## src/rtl/muldiv_seq_if.sv

```systemverilog
// Request/result bundle between the execute stage and the HI/LO
// multiply/divide sequencer.
interface muldiv_seq_if #(
    parameter int WIDTH = 32
);
    logic             start;
    logic [3:0]       alucontrol;
    logic [WIDTH-1:0] srca;
    logic [WIDTH-1:0] srcb;
    logic             flush;
    logic             hilo_read;
    logic             busy;
    logic             stall;
    logic             done;
    logic             divzero;
    logic [WIDTH-1:0] hi;
    logic [WIDTH-1:0] lo;

    modport master (
        output start, alucontrol, srca, srcb, flush, hilo_read,
        input  busy, stall, done, divzero, hi, lo
    );

    modport slave (
        input  start, alucontrol, srca, srcb, flush, hilo_read,
        output busy, stall, done, divzero, hi, lo
    );
endinterface

```

## src/rtl/muldiv_seq.sv

```systemverilog
// Iterative shift-add multiply / restoring divide owning HI/LO.
// Define MULDIV_SIGNED_EN for two's complement operands.
module muldiv_seq #(
    parameter int WIDTH = 32
) (
    input logic         clk,
    input logic         reset,
    muldiv_seq_if.slave bus
);
    localparam int CW = (WIDTH > 1) ? $clog2(WIDTH) : 1;

    typedef enum logic [1:0] {IDLE, RUN, DONE} state_t;

    state_t           state_q;
    logic [CW-1:0]    cnt_q;
    logic             op_div_q;
    logic             neg_lo_q;
    logic             neg_hi_q;
    logic             busy_q;
    logic             done_q;
    logic             divz_q;
    logic [WIDTH-1:0] b_q;
    logic [WIDTH-1:0] wh_q;
    logic [WIDTH-1:0] wl_q;
    logic [WIDTH-1:0] hi_q;
    logic [WIDTH-1:0] lo_q;

    logic             is_mul;
    logic             is_div;
    logic             accept;
    logic             sa;
    logic             sb;
    logic [WIDTH-1:0] a_mag;
    logic [WIDTH-1:0] b_mag;
    logic [WIDTH:0]   sum;
    logic [WIDTH:0]   rs;
    logic [WIDTH:0]   diff;
    logic [WIDTH-1:0] wh_d;
    logic [WIDTH-1:0] wl_d;
    logic [2*WIDTH-1:0] prod;
    logic [WIDTH-1:0] hi_d;
    logic [WIDTH-1:0] lo_d;

    assign is_mul = (bus.alucontrol == 4'b1010);
    assign is_div = (bus.alucontrol == 4'b1011);
    assign accept = bus.start & ~bus.flush & (is_mul | is_div);

`ifdef MULDIV_SIGNED_EN
    assign sa = bus.srca[WIDTH-1];
    assign sb = bus.srcb[WIDTH-1];
`else
    assign sa = 1'b0;
    assign sb = 1'b0;
`endif

    assign a_mag = sa ? -bus.srca : bus.srca;
    assign b_mag = sb ? -bus.srcb : bus.srcb;

    // One iteration of either algorithm, plus sign-corrected final result
    always_comb begin
        sum  = {1'b0, wh_q} + (wl_q[0] ? {1'b0, b_q} : '0);
        rs   = {wh_q, wl_q[WIDTH-1]};
        diff = rs - {1'b0, b_q};
        wh_d = wh_q;
        wl_d = wl_q;
        if (op_div_q) begin
            if (!diff[WIDTH]) begin
                wh_d = diff[WIDTH-1:0];
                wl_d = {wl_q[WIDTH-2:0], 1'b1};
            end else begin
                wh_d = rs[WIDTH-1:0];
                wl_d = {wl_q[WIDTH-2:0], 1'b0};
            end
        end else begin
            wh_d = sum[WIDTH:1];
            wl_d = {sum[0], wl_q[WIDTH-1:1]};
        end
        prod = neg_lo_q ? -{wh_d, wl_d} : {wh_d, wl_d};
        if (op_div_q) begin
            hi_d = neg_hi_q ? -wh_d : wh_d;
            lo_d = neg_lo_q ? -wl_d : wl_d;
        end else begin
            hi_d = prod[2*WIDTH-1:WIDTH];
            lo_d = prod[WIDTH-1:0];
        end
    end

    // Sequencer FSM: capture, iterate, commit HI/LO on entry to DONE
    always_ff @(posedge clk or posedge reset) begin
        if (reset) begin
            state_q  <= IDLE;
            cnt_q    <= '0;
            op_div_q <= 1'b0;
            neg_lo_q <= 1'b0;
            neg_hi_q <= 1'b0;
            busy_q   <= 1'b0;
            done_q   <= 1'b0;
            divz_q   <= 1'b0;
            b_q      <= '0;
            wh_q     <= '0;
            wl_q     <= '0;
            hi_q     <= '0;
            lo_q     <= '0;
        end else begin
            unique case (state_q)
                IDLE: begin
                    done_q <= 1'b0;
                    divz_q <= 1'b0;
                    if (accept) begin
                        busy_q <= 1'b1;
                        if (is_div && bus.srcb == '0) begin
                            state_q <= DONE;
                            hi_q    <= bus.srca;
                            lo_q    <= '1;
                            done_q  <= 1'b1;
                            divz_q  <= 1'b1;
                        end else begin
                            state_q  <= RUN;
                            cnt_q    <= CW'(WIDTH - 1);
                            op_div_q <= is_div;
                            neg_lo_q <= sa ^ sb;
                            neg_hi_q <= sa;
                            wh_q     <= '0;
                            b_q      <= is_div ? b_mag : a_mag;
                            wl_q     <= is_div ? a_mag : b_mag;
                        end
                    end
                end
                RUN: begin
                    if (bus.flush) begin
                        state_q <= IDLE;
                        busy_q  <= 1'b0;
                        cnt_q   <= '0;
                    end else begin
                        wh_q  <= wh_d;
                        wl_q  <= wl_d;
                        cnt_q <= cnt_q - CW'(1);
                        if (cnt_q == '0) begin
                            state_q <= DONE;
                            hi_q    <= hi_d;
                            lo_q    <= lo_d;
                            done_q  <= 1'b1;
                        end
                    end
                end
                DONE: begin
                    state_q <= IDLE;
                    busy_q  <= 1'b0;
                    done_q  <= 1'b0;
                    divz_q  <= 1'b0;
                end
                default: begin
                    state_q <= IDLE;
                    busy_q  <= 1'b0;
                    done_q  <= 1'b0;
                    divz_q  <= 1'b0;
                end
            endcase
        end
    end

    assign bus.busy    = busy_q;
    assign bus.stall   = busy_q & bus.hilo_read;
    assign bus.done    = done_q;
    assign bus.divzero = divz_q;
    assign bus.hi      = hi_q;
    assign bus.lo      = lo_q;
endmodule

```

## src/flat_wrapper.sv

```systemverilog
// flat-port wrapper written by rule: the top's interface ports become plain ports
module muldiv_seq_flat 
#(
    parameter int WIDTH = 32
)
  (clk, reset, bus_start, bus_alucontrol, bus_srca, bus_srcb, bus_flush, bus_hilo_read, bus_busy, bus_stall, bus_done, bus_divzero, bus_hi, bus_lo);
  muldiv_seq_if #(.WIDTH(WIDTH)) bus_i ();
  input logic clk;
  input logic reset;
  input wire logic [$bits(bus_i.start)-1:0] bus_start;
  input wire logic [$bits(bus_i.alucontrol)-1:0] bus_alucontrol;
  input wire logic [$bits(bus_i.srca)-1:0] bus_srca;
  input wire logic [$bits(bus_i.srcb)-1:0] bus_srcb;
  input wire logic [$bits(bus_i.flush)-1:0] bus_flush;
  input wire logic [$bits(bus_i.hilo_read)-1:0] bus_hilo_read;
  output wire logic [$bits(bus_i.busy)-1:0] bus_busy;
  output wire logic [$bits(bus_i.stall)-1:0] bus_stall;
  output wire logic [$bits(bus_i.done)-1:0] bus_done;
  output wire logic [$bits(bus_i.divzero)-1:0] bus_divzero;
  output wire logic [$bits(bus_i.hi)-1:0] bus_hi;
  output wire logic [$bits(bus_i.lo)-1:0] bus_lo;
  assign bus_i.start = bus_start;
  assign bus_i.alucontrol = bus_alucontrol;
  assign bus_i.srca = bus_srca;
  assign bus_i.srcb = bus_srcb;
  assign bus_i.flush = bus_flush;
  assign bus_i.hilo_read = bus_hilo_read;
  assign bus_busy = bus_i.busy;
  assign bus_stall = bus_i.stall;
  assign bus_done = bus_i.done;
  assign bus_divzero = bus_i.divzero;
  assign bus_hi = bus_i.hi;
  assign bus_lo = bus_i.lo;
  muldiv_seq #(.WIDTH(WIDTH)) u_core (.clk(clk), .reset(reset), .bus(bus_i));
endmodule
```

## config.mk

```make
export PLATFORM = sky130hd
export DESIGN_NAME = muldiv_seq_flat
export DESIGN_NICKNAME = d
export VERILOG_FILES = /design/src/rtl/muldiv_seq_if.sv /design/src/rtl/muldiv_seq.sv /design/src/flat_wrapper.sv
export SDC_FILE = /design/constraint.sdc
export NUM_CORES = 1
export LEC_CHECK = 0
export BUFFER_PORTS_ARGS = -buffer_cell sky130_fd_sc_hd__buf_2
export CAP_MARGIN = 20
export CORE_MARGIN = 5
export CORE_UTILIZATION = 65
export CTS_CLUSTER_DIAMETER = 80
export DETAILED_ROUTE_END_ITERATION = 8
export GPL_TIMING_DRIVEN = 0
export PLACE_DENSITY_LB_ADDON = 0.2
export SYNTH_ARGS = -nofsm -noshare
export SYNTH_HDL_FRONTEND = slang
export SYNTH_SLANG_ARGS = --single-unit
export TNS_END_PERCENT = 50
```

## constraint.sdc

```tcl
create_clock -name clk -period 12.3 [get_ports clk]
set_clock_uncertainty 0.15 [all_clocks]
set_input_delay 0.615 -clock clk [delete_from_list [all_inputs] [get_ports clk]]
set_output_delay 0.615 -clock clk [all_outputs]
set_load 0.01 [all_outputs]
```

# Word level (Yosys, flattened, before mapping)
# Cells that the tools add are included.
totals:
  reg_bits: 171
  input_bits: 73
  output_inout_bits: 68
  word_cells: 85
classes:
  n_addsub: 3
  eq_ne: 10
  muxes: 43
  bitwise: 6
  n_reduce_logical: 12
ops:
  columns: ["cell", "count"]
  rows:
  - ["2-to-1 mux 32 bit", 20]
  - ["case mux 32 bit (2 select lines)", 4]
  - ["adder 32 x 33 -> 33 bit", 1]
  - ["subtractor 33 x 32 -> 33 bit", 1]
  - ["logical NOT 32 bit", 1]
  - ["2-to-1 mux 5 bit", 3]
  - ["case mux 5 bit (2 select lines)", 1]
  - ["equality test 4 bit, second input constant", 2]
  - ["2-to-1 mux 2 bit", 4]
  - ["2-to-1 mux 1 bit", 7]
  - ["inequality test 2 x 1 -> 1 bit, second input constant", 3]
  - ["inequality test 2 bit, second input constant", 3]
  - ["case mux 1 bit (2 select lines)", 3]
  - ["AND reduction 2 bit", 3]
  - ["AND reduction 3 bit", 2]
  - ["logical NOT 5 bit", 1]
  - ["AND reduction 5 bit", 1]
  - ["subtractor 5 x 1 -> 5 bit, second input constant", 1]
  - ["case mux 2 bit (2 select lines)", 1]
  - ["AND reduction 4 bit", 1]
  - ["AND 1 bit", 3]
  - ["inequality test 3 x 2 -> 1 bit, second input constant", 1]
  - ["equality test 2 x 1 -> 1 bit, second input constant", 1]
  - ["logical NOT 2 bit", 1]
  - ["other kinds (4)", 5]

# Longest topological paths before layout
# Gate-level depths: netlist of run 1.
depth:
  ltp_word: 6
  depth_mapped: 15
  mapped_depth_nobuf: 12

# Worst setup path after synthesis of run 1
# No wires, ideal clock.
synth_path:
  path_type: "register to register"
  start: "reg u_core.wl_q[0]"
  end: "reg u_core.wh_q[31]"
  setup_time_ns: 0.122
  arrival_ns: 3.042
  required_time_ns: 12.028
  slack_ns: 8.987
  path_stages_with_launch: 12
  path_buffers: 0
  period_less_slack_ns: 3.313
  path_cell_list: "dfrtp_1 and2_1 ha_1 fa_1 a21o_1 a221oi_1 a31oi_1 a21o_1 o21ai_0 nor3b_1 o311ai_0 a32o_1"
synth_between:
  elab_chain_len: 5
synth_lines:
  columns: ["element", "line_no", "rtl"]
  rows:
  - ["start, declared", "muldiv_seq.sv:24", "logic [WIDTH-1:0] wl_q;"]
  - ["start signal, assigned", "muldiv_seq.sv:125", "wl_q <= is_div ? a_mag : b_mag;"]
  - ["start signal, assigned", "muldiv_seq.sv:136", "wl_q <= wl_d;"]
  - ["2-to-1 mux 32 bit", "muldiv_seq.sv:61", "sum = {1'b0, wh_q} + (wl_q[0] ? {1'b0, b_q} : '0);"]
  - ["adder 32 x 33 -> 33 bit", "muldiv_seq.sv:61", null]
  - ["2-to-1 mux 32 bit", "muldiv_seq.sv:66", "if (op_div_q) begin"]
  - ["2-to-1 mux 32 bit", "muldiv_seq.sv:130", "if (bus.flush) begin"]
  - ["case mux 32 bit (2 select lines)", "muldiv_seq.sv:105", "unique case (state_q)"]
  - ["end signal, assigned", "muldiv_seq.sv:135", "wh_q <= wh_d;"]
  - ["end, declared", "muldiv_seq.sv:23", "logic [WIDTH-1:0] wh_q;"]
# Every way passes these cells. The select of a mux whose other input is x is not followed.
# A chain may end at the register's enable or synchronous reset.

# Worst setup path in the final report of run 1
layout_path:
  start: "reg u_core.wl_q[31]"
  end: "reg u_core.hi_q[31], in the netlist u_core.bus.hi[31]"
layout_between:
  elab_chain_len: 6
layout_lines:
  columns: ["element", "line_no", "rtl"]
  rows:
  - ["subtractor 33 x 32 -> 33 bit", "muldiv_seq.sv:63", "diff = rs - {1'b0, b_q};"]
  - ["2-to-1 mux 32 bit", "muldiv_seq.sv:67", "if (!diff[WIDTH]) begin"]
  - ["2-to-1 mux 32 bit", "muldiv_seq.sv:66", null]
  - ["2-to-1 mux 32 bit", "muldiv_seq.sv:138", "if (cnt_q == '0) begin"]
  - ["2-to-1 mux 32 bit", "muldiv_seq.sv:130", null]
  - ["case mux 32 bit (2 select lines)", "muldiv_seq.sv:105", null]
  - ["end signal, assigned", "muldiv_seq.sv:113", "hi_q <= bus.srca;"]
  - ["end signal, assigned", "muldiv_seq.sv:140", "hi_q <= hi_d;"]
  - ["end, declared", "muldiv_seq.sv:25", "logic [WIDTH-1:0] hi_q;"]
# Every way passes these cells. The select of a mux whose other input is x is not followed.

==> results.cfg, run 1 <==
[outcome]
run_status = completed

[timing]
timing.max_slew.rel_slack_pct = 30.3
timing.final.crit_share_pct = 37.7
whs_ns = 0.0634
setup_viol_count_final = 0
rsz0062_at_grt = false
max_slew.worst_pin.slew_ns = 1.02
layout_setup_ws_ns = 7.66
achievable-frequency_mhz = 215
final_max_slew_viol_count = 0
final.min_clock_period_ns = 4.64
report.final.hold_viol_count = 0
setup_tns_ns = 0

[layout]
fin_area_mm2 = 0.0140
post-route-util_pct = 74.6
final_cell_mix = nand2_1 (261), dfrtp_1 (171), o21ai_0 (161)
share_of_cells_above_drive_strength_1_pct = 11.7
layout.filler_cells = 1492
final-instance-count-excl-fill = 1948
synthToLayoutAreaGrowth_pct = 13.0
layout_commonest_cell = nand2_1
insertedDiodeCount = 0
nets = 1842

[setup_path]
cp_max_fo = 10
setup_crit_path_kind = reg2reg
cp.required_ns = 12.50
worstSetupEndpointType = flop
cp.arrival_ns = 4.85
worst_setup_path_start_kind = flop

[cts]
cts_clk_pin_slew_worst_paths_ns = 0.07
clock_tree_from_tritoncts = done
cts_made_buffers = 17
clk-insertion-delay-late_ns = 0.45
numClockSinks = 171
post_cts_gate_resize_count = 0
htreeDepth = 4
worst_case_clock_buffer_depth = 2
cts_setup_buffers = 0
cts-hold-fix-buffers = 0
cts_root_buf = clkbuf_16

[power]
power.density_mw_per_mm2 = 157
post-layout-total-power_mw = 2.19
leakage_dissipation_nw = 7.02
vdd.ir_drop.worst_mv = 0.113

[routing]
firstDrtPassIters = 6
route.final.wire_length_mm = 46.0
post_drt_via_cell_ratio = 6.88
detail_route.iter0.violations = 1808
postRouteAntennaNets = 0
routedWlPerCell_um = 23.6
drt_drc_violations_left = 0
dr_total_vias = 13400

[synth]
yosysWarnings = 0
seq_area_frac_synth_pct = 34.5
mean_syn_cell_area_um2 = 8.04
yosys_most_used_dff = dfrtp_1
postSynthCellCount = 1541
syn_nets = 1682
synth-seq-cells = 171
synthArstFlopShare_pct = 100
synth_area_mm2 = 0.0124
synth_enable_flop_cells = 0
library_cells_used_by_synthesis = 68

[floorplanning]
design.die.area_mm2 = 0.0219
initial_core_util_pct = 66.0
row_cnt = 50
core_area_mm2 = 0.0188
num_io_pins = 141
die_height_um = 148
die_width_um = 148

[global_route]
first_pass_grt_wire_length_mm = 70.7
antenna_found_initial = 0
gr-total-overflow = 0
grt_start_max_net_pins = 97
grt_util_all_layers_pct = 41.6
vias_in_the_first_global_route = 13000

[hold_path]
timing.hold.worst.class = in2async

[run]
timing.max_cap.violations = 0

[placement]
dp_cells = 1916
routabilityCongestion = 1.00
dpl.hpwl_mm = 35.7
io_buffer_count = 140
dpl_cell_area_mm2 = 0.0134
dp_worst_setup_slack_ns = 7.90
layout make-up:
cell class | instances | area (µm²) | share of cell area (%)
Buffer | 92 | 355 | 2.54
Sequential cell | 171 | 4280 | 30.6
Tap cell | 234 | 293 | 2.09
Timing Repair Buffer | 141 | 728 | 5.20
Clock buffer | 18 | 429 | 3.07
Inverter | 57 | 221 | 1.58
Multi-Input combinational cell | 1221 | 7540 | 53.9
Clock inverter | 14 | 148 | 1.05
report_power, final:
| part | internal, mW | leakage (nW) | switching [mW] | total [mW] |
|---|---|---|---|---|
| Sequential | 0.654 | 2.27 | 0.108 | 0.762 |
| Clock | 0.287 | 0.275 | 0.256 | 0.543 |
| Combinational | 0.323 | 4.48 | 0.563 | 0.886 |
| Total | 1.26 | 7.02 | 0.927 | 2.19 |
Yosys cell counts (all sizes together), types with 4 or more instances:
cell type    n  share of area [%]
dfrtp      171                 35
xor2        20                1.4
a21boi       4               0.24
ha          66                6.7
o21ai      163                6.6
o21a        11               0.67
o21bai      10               0.61
nor4        10               0.56
or2          6               0.30
and3        17               0.86
a311o        9               0.73
a211oi      45                2.8
a31oi       11               0.56
mux2i       41                3.3
nand2      261                7.9
and2        50                2.5
and4         4               0.28
xnor2       23                1.6
o211ai      17                1.0
a31o         4               0.28
nand3       23               0.97
buf         11               0.39
o311ai       4               0.28
a311oi      36                2.7
nor3        27                1.1
clkbuf      81                2.5
inv         57                1.7
nand4        9               0.45
nand2b      10               0.50
a21o        51                3.1
or3          5               0.25
a221oi       6               0.42
a21oi      104                4.2
nor2b       27                1.4
nor2        98                3.0
o31ai        6               0.36
cells by family after synthesis:
kind of cell / Yosys count / share of synthesized area (%)
buffers and inverters: 149 / 4.59
xor gates and xnor gates: 43 / 3.04
adders and majority gates: 68 / 6.99
DFF: 171 / 34.5
AOI/OAI and AO/OA: 512 / 26.8
and+or+nand+nor: 554 / 20.5
muxes: 44 / 3.58
flip-flops by register name, summed over array words and instances (netlist names), 2 cells and up:
name / count
u_core.bus.lo: 32
u_core.bus.hi: 32
u_core.b_q: 32
u_core.wh_q: 32
u_core.wl_q: 32
u_core.state_q: 2
u_core.cnt_q: 5
worst max-delay path, cell delays in order (launching register included):
cell       delay [ns]
dfrtp_1          0.41
inv_1            0.16
ha_1             0.27
fa_1             0.40
nand2b_1         0.19
a21oi_1          0.38
o2111ai_1        0.35
nand3_2          0.23
a311oi_4         0.21
or2_0            0.26
clkbuf_1         0.12
buf_2            0.23
o311ai_0         0.80
nand3_1          0.18
a21oi_1          0.20
worst paths after layout:
check | start | end | slack (ns) | cells past startpoint
max reg2reg | u_core.wl_q[31]$_DFFE_PP0P_ | u_core.bus.hi[31]$_DFFE_PP0P_ | 7.66 | 14
min | reset | u_core.bus.lo[4]$_DFFE_PP0P_ | 0.06 | 2
min reg2reg | u_core.bus.lo[29]$_DFFE_PP0P_ | u_core.bus.lo[29]$_DFFE_PP0P_ | 0.33 | 2
max in group asynchronous | reset | u_core.wl_q[18]$_DFFE_PP0P_ | 11.00 | 3
min in group clk | u_core.bus.lo[29]$_DFFE_PP0P_ | u_core.bus.lo[29]$_DFFE_PP0P_ | 0.33 | 2
max | u_core.wl_q[31]$_DFFE_PP0P_ | u_core.bus.hi[31]$_DFFE_PP0P_ | 7.66 | 14
per-layer routing:
| metal | part of all wire, % | up-vias | global-route usage (%) | routed length [µm] |
|---|---|---|---|---|
| met3 | 12 | 253 | 10.7 | 5490 |
| met5 | 0 | - | 0 | 0 |
| met1 | 37 | 6305 | 53.4 | 17100 |
| met2 | 43 | 975 | 63.5 | 19900 |
| li1 | - | 5871 | - | - |
| met4 | 7.6 | 0 | 24.8 | 3490 |
(Power assumes the default switching activity.)
==> run 2: changes to the inputs <==
CORE_UTILIZATION = 60   (was 65)
clock period = 4.75 ns   (was 12.3 ns; I/O delays follow)
==> run 2 against run 1 <==
Compared with the run above: core utilization fell by 4.0 points; critical endpoint is now u_core.bus.hi[23]$_DFFE_PP0P_; cell area rose by 2.3%; first-iteration DRC count shrank 28%; hold slack worse by 0.060 ns; flip-flop and latch count unchanged; die area is 7.8% higher.
==> results.cfg, run 2 (same netlist as run 1, synthesis figures left out) <==
[outcome]
run_status = completed

[power]
leakage_dissipation_nw = 7.14
vdd.ir_drop.worst_mv = 0.281
power.density_mw_per_mm2 = 395

[cts]
cts_root_buf = clkbuf_16
clock_tree_from_tritoncts = done
cts_made_buffers = 17
cts_clk_pin_slew_worst_paths_ns = 0.07
worst_case_clock_buffer_depth = 2
numClockSinks = 171
htreeDepth = 4
clk-insertion-delay-late_ns = 0.45
post_cts_gate_resize_count = 0
cts_setup_buffers = 0

[layout]
nets = 1867
share_of_cells_above_drive_strength_1_pct = 11.7
final_cell_mix = nand2_1 (261), dfrtp_1 (171), o21ai_0 (161)
multi_input_comb_area_mm2 = 0.00754
synthToLayoutAreaGrowth_pct = 15.6
sequential_cell_area_mm2 = 0.00428
layout.filler_cells = 1715
layout_commonest_cell = nand2_1
insertedDiodeCount = 0

[timing]
timing.max_slew.rel_slack_pct = 32.5
final.min_clock_period_ns = 4.53
rsz0062_at_grt = false
achievable-frequency_mhz = 221
report.final.hold_viol_count = 0
whs_ns = 0.00349
final_max_slew_viol_count = 0
timing.final.crit_share_pct = 95.3
max_slew.worst_pin.slew_ns = 1.01
setup_viol_count_final = 0
setup_tns_ns = 0

[setup_path]
cp.arrival_ns = 4.68
worstSetupEndpointType = flop
cp_max_fo = 10
critPathMaxStageDelay_ns = 0.56
setup_crit_path_kind = reg2reg
worst_setup_path_start_kind = flop
critPathSlowestCell = a311oi_1
cp.required_ns = 4.90
path_buf_inv = 2
worstPathCellList = inv_1 > ha_1 > fa_1 > nand2b_1 > a21oi_1 > o2111ai_1 > nand3_2 > a311oi_4 > nor2_1 > buf_2 > nand2_1 > a311oi_1 > o21ai_0
worst_path_dominant_cell_family = compound AO/OA/AOI/OAI gates

[routing]
route.final.wire_length_mm = 46.3
dr_total_vias = 13300
firstDrtPassIters = 5
postRouteAntennaNets = 0
post_drt_via_cell_ratio = 6.60
routedWlPerCell_um = 23.0
detail_route.iter0.violations = 1298
drt_drc_violations_left = 0

[global_route]
antenna_found_initial = 2
vias_in_the_first_global_route = 12800
gr-total-overflow = 0
grt_util_all_layers_pct = 38.4
first_pass_grt_wire_length_mm = 71.0
grt_start_max_net_pins = 42

[run]
timing.max_cap.violations = 0

[placement]
io_buffer_count = 140
routabilityCongestion = 1.02
dpl.hpwl_mm = 35.9

[floorplanning]
row_cnt = 52
core_area_mm2 = 0.0203
initial_core_util_pct = 61.0
die_width_um = 154
design.die.area_mm2 = 0.0236
die_height_um = 154
num_io_pins = 141

[hold_path]
timing.hold.worst.class = in2reg
[run 2: cell types whose count changed in the layout (fill, tap and decap cells not counted), sizes merged]
cell         previous run  this run
buf                   152       156
bufinv                  1         0
clkinv                  0         5
clkinvlp                3         2
dlygate4sd3             0        21
inv                    67        64
[run 2: worst reg2reg max path: stages, from the launching register on]
cell and delay, ns:
dfrtp_1 0.41, inv_1 0.16, ha_1 0.27, fa_1 0.40, nand2b_1 0.18, a21oi_1 0.33
o2111ai_1 0.33, nand3_2 0.23, a311oi_4 0.21, nor2_1 0.48, buf_2 0.40, nand2_1 0.12
a311oi_1 0.56, o21ai_0 0.18
[run 2: metrics by stage]
stage	setup WS, ns	utilization [%]	power, mW	std cells	instance area [µm²]
2_1_floorplan	1.44	-	3.46	1541	12400
3_3_place_gp	0.370	66.2	4.13	1951	13400
3_5_place_dp	0.397	66.7	4.19	1956	13500
4_1_cts	0.359	70.5	5.57	2009	14300
5_1_grt	0.0582	70.5	5.95	2009	14300
6_report	0.224	70.5	5.65	2009	14300
[run 2: layout make-up]
type	instances	share of cell area, %
tap	270	2.36
timing repair buffer	166	7.06
multi-input combinational	1221	52.7
buffer	92	2.48
inverter	57	1.52
clock inverter	14	1.04
clock buffer	18	3.00
sequential	171	29.9
[run 2: path summary, 6_finish.rpt]
path                                            endpoint  cells past startpoint  slack, ns                           from
min in group asynchronous  u_core.bus.lo[27]$_DFFE_PP0P_                      4       0.28                          reset
setup reg to reg           u_core.bus.hi[23]$_DFFE_PP0P_                     13       0.22    u_core.wl_q[31]$_DFFE_PP0P_
max in group asynchronous   u_core.bus.hi[2]$_DFFE_PP0P_                      6       3.43                          reset
hold reg to reg            u_core.bus.lo[18]$_DFFE_PP0P_                      2       0.33  u_core.bus.lo[18]$_DFFE_PP0P_
setup / recovery           u_core.bus.hi[23]$_DFFE_PP0P_                     13       0.22    u_core.wl_q[31]$_DFFE_PP0P_
hold / removal                u_core.b_q[26]$_DFFE_PP0P_                      3      0.003                   bus_srcb[26]
[run 2: report_power, final]
group	internal [mW]	switching, mW	leakage, nW
Sequential	1.69	0.274	2.27
Clock	0.704	0.694	0.281
Combinational	0.852	1.44	4.60
Total	3.25	2.41	7.14
[run 2: routing by layer]
layer | global-route usage (%) | share of wire, % | vias to the layer above
met3 | 9.53 | 11 | 234
met1 | 49.7 | 38 | 6248
met4 | 21.4 | 6.6 | 2
li1 | - | - | 5933
met2 | 59.2 | 44 | 845
met5 | 0 | 0.015 | -
[run 2: repair_timing]
| item | in CTS | in global routing |
|---|---|---|
| hold buffers | 21 | 0 |
| endpoints found under the hold margin | 99 | 0 |
| endpoints found under the setup margin | 0 | 0 |
